[src/rtl/icache_refill.sv]
`default_nettype none
// ============================================================================
// Module      : icache_refill
// Description : Instruction-cache miss engine. Accepts one fetch at a time,
//               looks it up in the cache, and on a miss reads a single word
//               from the memory bus, writes it into the cache and returns it.
//               Optional memory-wait watchdog: ICACHE_REFILL_TIMEOUT_EN.
// Revision    : 1.0 - initial release
// ============================================================================
module icache_refill #(
  parameter int TIMEOUT_CYCLES = 255
) (
  input  logic        clk,
  input  logic        reset,
  input  logic        fetch_valid,
  input  logic [31:0] fetch_addr,
  output logic        fetch_ready,
  output logic        resp_valid,
  output logic [31:0] resp_data,
  output logic        resp_err,
  output logic [31:0] cache_addr,
  output logic [31:0] cache_wdata,
  output logic        cache_we,
  input  logic        cache_hit,
  input  logic [31:0] cache_rdata,
  output logic        mem_req,
  output logic [31:0] mem_addr,
  input  logic        mem_gnt,
  input  logic        mem_rvalid,
  input  logic [31:0] mem_rdata,
  output logic [15:0] miss_count
);

  typedef enum logic [2:0] {
    S_IDLE   = 3'd0,
    S_LOOKUP = 3'd1,
    S_REQ    = 3'd2,
    S_WAIT   = 3'd3,
    S_FILL   = 3'd4
  } state_t;

  state_t      state;
  state_t      state_next;
  logic [31:0] req_addr;
  logic [31:0] fill_data;
  logic        timeout_abort;

`ifdef ICACHE_REFILL_TIMEOUT_EN
  logic [15:0] wait_cnt;
  logic        resp_err_q;
  logic        at_limit;

  assign at_limit = (wait_cnt == 16'(TIMEOUT_CYCLES - 1));
  // Forward progress on the limit edge beats the timeout.
  assign timeout_abort = at_limit &&
                         (((state == S_REQ)  && !mem_gnt) ||
                          ((state == S_WAIT) && !mem_rvalid));

  // Wait counter: restarts when REQ is entered, counts every REQ/WAIT cycle.
  always_ff @(posedge clk) begin
    if (reset) begin
      wait_cnt <= '0;
    end else if ((state == S_LOOKUP) && (state_next == S_REQ)) begin
      wait_cnt <= '0;
    end else if ((state == S_REQ) || (state == S_WAIT)) begin
      wait_cnt <= wait_cnt + 16'd1;
    end
  end

  // Error flag travels with every response; only a timeout sets it.
  always_ff @(posedge clk) begin
    if (reset) begin
      resp_err_q <= 1'b0;
    end else begin
      resp_err_q <= timeout_abort;
    end
  end

  assign resp_err = resp_err_q;
`else
  logic unused_timeout;

  assign timeout_abort  = 1'b0;
  assign resp_err       = 1'b0;
  assign unused_timeout = |TIMEOUT_CYCLES;
`endif

  assign mem_addr    = req_addr;
  assign cache_wdata = fill_data;

  // State register.
  always_ff @(posedge clk) begin
    if (reset) begin
      state <= S_IDLE;
    end else begin
      state <= state_next;
    end
  end

  // Next-state decode and the per-state handshake outputs.
  always_comb begin
    state_next  = state;
    fetch_ready = 1'b0;
    cache_addr  = req_addr;
    cache_we    = 1'b0;
    mem_req     = 1'b0;
    unique case (state)
      S_IDLE: begin
        fetch_ready = 1'b1;
        // The cache must see the incoming address on the accepting edge.
        cache_addr  = fetch_addr;
        if (fetch_valid) state_next = S_LOOKUP;
      end
      S_LOOKUP: begin
        state_next = cache_hit ? S_IDLE : S_REQ;
      end
      S_REQ: begin
        mem_req = 1'b1;
        if (mem_gnt)            state_next = S_WAIT;
        else if (timeout_abort) state_next = S_IDLE;
      end
      S_WAIT: begin
        if (mem_rvalid)         state_next = S_FILL;
        else if (timeout_abort) state_next = S_IDLE;
      end
      S_FILL: begin
        cache_we   = 1'b1;
        state_next = S_IDLE;
      end
      default: begin
        state_next = S_IDLE;
      end
    endcase
  end

  // Request/fill capture, registered response and the saturating miss counter.
  always_ff @(posedge clk) begin
    if (reset) begin
      req_addr   <= '0;
      fill_data  <= '0;
      resp_valid <= 1'b0;
      resp_data  <= '0;
      miss_count <= '0;
    end else begin
      resp_valid <= 1'b0;
      if ((state == S_IDLE) && fetch_valid) begin
        req_addr <= fetch_addr;
      end
      if ((state == S_WAIT) && mem_rvalid) begin
        fill_data <= mem_rdata;
      end
      if (state == S_LOOKUP) begin
        if (cache_hit) begin
          resp_valid <= 1'b1;
          resp_data  <= cache_rdata;
        end else if (miss_count != 16'hFFFF) begin
          miss_count <= miss_count + 16'd1;
        end
      end
      if (state == S_FILL) begin
        resp_valid <= 1'b1;
        resp_data  <= fill_data;
      end
      if (timeout_abort) begin
        resp_valid <= 1'b1;
        resp_data  <= '0;
      end
    end
  end

endmodule
`default_nettype wire

[config.mk]
export PLATFORM = sky130hd
export DESIGN_NAME = icache_refill
export DESIGN_NICKNAME = d
export VERILOG_FILES = /design/src/rtl/icache_refill.sv
export SDC_FILE = /design/constraint.sdc
export NUM_CORES = 1
export LEC_CHECK = 0
export ABC_AREA = 1
export CORE_MARGIN = 3
export CORE_UTILIZATION = 42
export CTS_BUF_LIST = sky130_fd_sc_hd__clkbuf_8
export DETAILED_ROUTE_END_ITERATION = 8
export HOLD_SLACK_MARGIN = 0.03
export PLACE_DENSITY_LB_ADDON = 0.3
export SYNTH_ARGS = -nofsm -noshare
export SYNTH_HDL_FRONTEND = slang
export SYNTH_SLANG_ARGS = --single-unit
[constraint.sdc]
create_clock -name clk -period 1.65 [get_ports clk]
set_clock_uncertainty 0.15 [all_clocks]
set_input_delay 0.33 -clock clk [delete_from_list [all_inputs] [get_ports clk]]
set_output_delay 0.33 -clock clk [all_outputs]
set_load 0.005 [all_outputs]
# [Word-level counts from Yosys, hierarchy flattened]
# Cells that the tools add are included.
[totals] word_cells=39 ff_bits=116 output_inout_bits=149
[classes] bitwise=1 n_addsub=1 eq_ne=8 reduce_logical=8 muxes=15
[op_table] cell="two-way mux 32 bit" count=4
[op_table] cell="adder 16 x 1 -> 16 bit, second input constant" count=1
[op_table] cell="!= test 16 bit, second input constant" count=1
[op_table] cell="case mux 3 bit (4 select lines)" count=1
[op_table] cell="two-way mux 3 bit" count=3
[op_table] cell="== test 3 x 2 -> 1 bit, second input constant" count=2
[op_table] cell="two-way mux 1 bit" count=6
[op_table] cell="!= test 2 bit, second input constant" count=3
[op_table] cell="AND reduction 3 bit" count=2
[op_table] cell="nonzero test 2 bit" count=2
[op_table] cell="== test 3 x 1 -> 1 bit, second input constant" count=1
[op_table] cell="== test 3 bit, second input constant" count=1
[op_table] cell="zero test 3 bit" count=1
[op_table] cell="logical AND 1 bit" count=2
[op_table] cell="two-way mux 2 bit" count=1
[op_table] cell="AND reduction 2 bit" count=1
[op_table] cell="inverter 1 bit" count=1

# [Longest topological paths before layout]
[depth] depth_word=3 depth_mapped=8 depth_no_buf=8

# [Worst setup path after synthesis]
# Ideal clock, no wire load.
[synth_path] kind="flip-flop to output port" from="register state[1]" to="output cache_addr[10]" t_arrival_ps=1150 path_stages_with_launch=6 slack_ps=20 path_buffers=2 path_cell_list="dfxtp_1 -> nor3_2 -> buf_2 -> buf_2 -> nand2_1 -> o21ai_0"
[synth_between] elab_chain_cells=2
[synth_lines] element="start, declared" line="42" rtl="state_t state;"
[synth_lines] element="start signal, assigned" line="96" rtl="state <= state_next;"
[synth_lines] element="zero test 3 bit" line="107" rtl="unique case (state)"
[synth_lines] element="two-way mux 32 bit" line="107"
[synth_lines] element="end, declared" line="21" rtl="output logic [31:0] cache_addr,"
# No other way between the ends.

# [Worst setup path after layout]
[layout_path] from="register state[2]" to="output cache_addr[22]"
# The elaborated chain is that of the path after synthesis.

==> flow_summary.yaml <==
global_route:
  antenna_found_initial: 0
  grt_pass1_vias: 5749
  grt.total_usage_pct: 27.79
  grt-ovfl-total: 0
  grt_pass1_wl_mm: 28.94
  grt_start_max_net_pins: 65
pwr:
  swShare_pct: 27.53
  power_density_mw_per_mm2: 845.7
  cell_internal_pwr_mw: 5.895
  p_seq_share_pct: 37.6
  combPwrFrac_pct: 25.4
  power_leakage_nw: 4.376
  clock_power_share_pct: 37.0
  p_switching_mw: 2.240
  irDropWorstVdd_v: 0.0006491
floorplanning:
  dieArea_sq_mm: 0.01352
  dieHeight_microns: 116.3
  initial_utilization_pct: 43.78
  core_sq_mm: 0.01166
  dieWidth_microns: 116.3
  num_rows: 39
  io-pin-count: 251
worst_setup_path:
  worst-path-max-fanout: 8
  worst_r2r_path_depth: 10
  critPathSlowestCell: "dfxtp_4"
  cp.required_ns: 1.17
  critPathMaxStageDelay_ns: 0.35
  arrival_ns: 1.77
  r2r_start: "state[2]$_SDFFE_PP0P_"
  cp-startpoint: "state[2]$_SDFFE_PP0P_"
  path_class: "reg -> out"
  cp_cell_sequence: "nor3_4, buf_6, buf_6, buf_12, buf_16, o21ai_1, buf_2"
  path_common_cell: "buf_6"
  critPathLaunchType: "flip-flop"
  regToRegEndpoint: "mem_addr[18]$_SDFFE_PP0P_"
  worstSetupEndpointType: "output port"
  crit_end: "cache_addr[22]"
  r2r_setup_slack_ns: -0.35
placed_design:
  portBuffers: 249
  place_hpwl_mm: 11.18
  place_area_sq_mm: 0.007834
  gp_congestion: 0.8313
  placed_cells: 1102
route:
  drt_first_pass_iters: 6
  wl_per_cell_microns: 18.24
  final_antenna_net_count: 0
  viasPerCell: 5.354
  drtIter0Drc: 481
  drc: 0
  vias: 6355
  wl_mm: 21.65
logic_synthesis:
  syn_area_sq_mm: 0.005106
  synthArstFlopShare_pct: 0
  synth-compound-area-share_pct: 23.77
  synth_edf_count: 0
  avgSynthCellArea_sq_um: 6.957
  netlist_instances: 734
  synth_top_family_by_area: "compound AO/OA/AOI/OAI gates"
  synth_xor_area_share_pct: 0
  synthAdderAreaFrac_pct: 0.2450
  yosys.area_share.simple_pct: 19.97
  seq_area_frac_synth_pct: 45.48
  synthFlopType: "dfxtp_1"
  yosysMostFrequentCell: "o21ai_0"
  synth_area_leaders: "dfxtp_1 (45%), o21ai_0 (13%), nor2_1 (8.4%)"
  synthMuxAreaShare_pct: 0
  ys_types: 28
  syn_nets: 837
  yosysTopAreaCell: "dfxtp_1"
  synth_top_area_share_pct: 45.48
  synth_common_cells: "o21ai_0 (130), dfxtp_1 (116), nor2_1 (114)"
  ys_warn_count: 0
  ys_ff_latch: 116
run_status:
  violations: "negative setup slack"
  status: "complete, but fails checks"
timing:
  post-route-min-period_ns: 2.250
  finalSetupViolations: 111
  finalWorstSetupSlack_ns: -0.5999
  rsz0062_at_grt: "yes"
  drv_slew: 0
  fmaxAchievable_mhz: 444.5
  min_period_over_period_pct: 136.4
  hold_viol: 0
final_layout:
  fin_cells: 1187
  fin_nets: 1134
  post-route-util_pct: 82.47
  drive_above_1_share_pct: 30.84
  antenna_cells: 0
  final_area_sq_mm: 0.009618
  fillers: 745
  area_growth_pct: 88.36
clock_network:
  ctsHoldBuffers: 0
  cts_tree: "done"
  cts_root_buf: "clkbuf_8"
  clk_path_buf_depth: 2
  path_clk_slew_ns: 0.07
  cts_sinks: 116
  cts_made_buffers: 17
  cts.htree.levels: 4
  clk_latency_ns: 0.45
flow_run:
  drv_cap: 0
min_path:
  hold_path.class: "reg -> reg"
state kept, by name, summed over array words and instances, names as in the netlist:
signal and count:
miss_count 16, resp_valid 1, mem_addr 32, state 3
cache_wdata 32, resp_data 32
power groups by stage:
stage / clock, mW / combinational (mW) / sequential [mW]
5_1_grt: 3.17 / 2.19 / 3.07
4_1_cts: 3.04 / 1.80 / 3.04
3_5_place_dp: 0 / 1.51 / 3.10
2_1_floorplan: 0 / 0.517 / 3.12
3_3_place_gp: 0 / 1.49 / 3.10
6_report: 3.01 / 2.07 / 3.06
per-layer routing:
metal	track usage (%)	routed length, microns
met1	31.61	8046
met2	45.35	10710
met3	10.31	2070
met4	14.85	826
met5	0	0
kinds of logic after synthesis:
| logic type | count (synthesis) |
|---|---|
| adder cells (fa/ha/maj) | 1 |
| buffers and inverters | 126 |
| AO/OA/AOI/OAI | 239 |
| flip-flops | 116 |
| other | 1 |
| AND/OR/NAND/NOR | 251 |
critical path, delay by kind of cell, from the launching register on:
| family | cells | cell delay (ns) |
|---|---|---|
| compound gates | 1 | 0.07 |
| buf+inv | 5 | 0.65 |
| flops | 1 | 0.35 |
| simple gates | 1 | 0.24 |
what timing repair did:
action | 4_1_cts | 5_1_grt
cloned | 15 | 8
resized for setup | 379 | 226
setup buffers | 27 | 10
endpoints found under the setup margin | 183 | 144
pin swaps | 7 | 25
final cells by class:
type	count	area, sq um	share of cell area, %
timing repair buffer	325	3402	35.37
multi-input combinational	492	2905	30.21
sequential	116	2356	24.50
inverter	79	325.3	3.382
clock buffer	19	261.5	2.719
clock inverter	13	188.9	1.964
tap	143	178.9	1.860
layout by cell type (no fill, tap or decap), types with 2 or more instances in the layout:
master and count:
inv_2 4, nor3_4 2, a21oi_1 51, nand3b_1 3, dlygate4sd2_1 112, dfxtp_2 21, buf_12 16, nor2_4 8
a21oi_4 3, o21ai_2 67, clkdlybuf4s50_1 101, nand2_4 7, nand2_2 15, o21ai_1 51, buf_6 15, clkbuf_16 7
buf_16 12, dfxtp_1 93, buf_8 4, o21ai_4 4, bufinv_16 5, buf_4 24, o21ai_0 39, inv_1 74
nor2_2 14, buf_2 33, nand3_1 12, dfxtp_4 2, nand3_2 4, nor2_1 94, nand2_1 86, a21oi_2 22
clkinv_2 4, clkbuf_8 19
per-stage QoR:
stage	power (mW)	setup slack [ns]	setup TNS (ns)	hold WS (ns)
CTS	7.876	-0.5180	-26.64	0.3112
global placement	4.594	-0.3487	-18.44	0.2975
finish	8.134	-0.5999	-33.11	0.3138
global route	8.436	-0.6870	-42.54	0.3292
floorplan	3.641	0.02046	0	0.2524
detailed placement	4.615	-0.3774	-20.47	0.3022
worst min path at each step:
stage | cells after the start | to | slack (ns) | start
floorplan | 1 | resp_valid$_SDFF_PP0_ | 0.25 | reset
global placement | 2 | cache_wdata[19]$_SDFFE_PP0P_ | 0.30 | cache_wdata[19]$_SDFFE_PP0P_
detailed placement | 2 | mem_addr[19]$_SDFFE_PP0P_ | 0.30 | mem_addr[19]$_SDFFE_PP0P_
CTS | 2 | mem_addr[19]$_SDFFE_PP0P_ | 0.31 | mem_addr[19]$_SDFFE_PP0P_
global route | 2 | cache_wdata[7]$_SDFFE_PP0P_ | 0.33 | cache_wdata[7]$_SDFFE_PP0P_
finish | 2 | cache_wdata[7]$_SDFFE_PP0P_ | 0.31 | cache_wdata[7]$_SDFFE_PP0P_
Power figures use the tool's default switching activity.
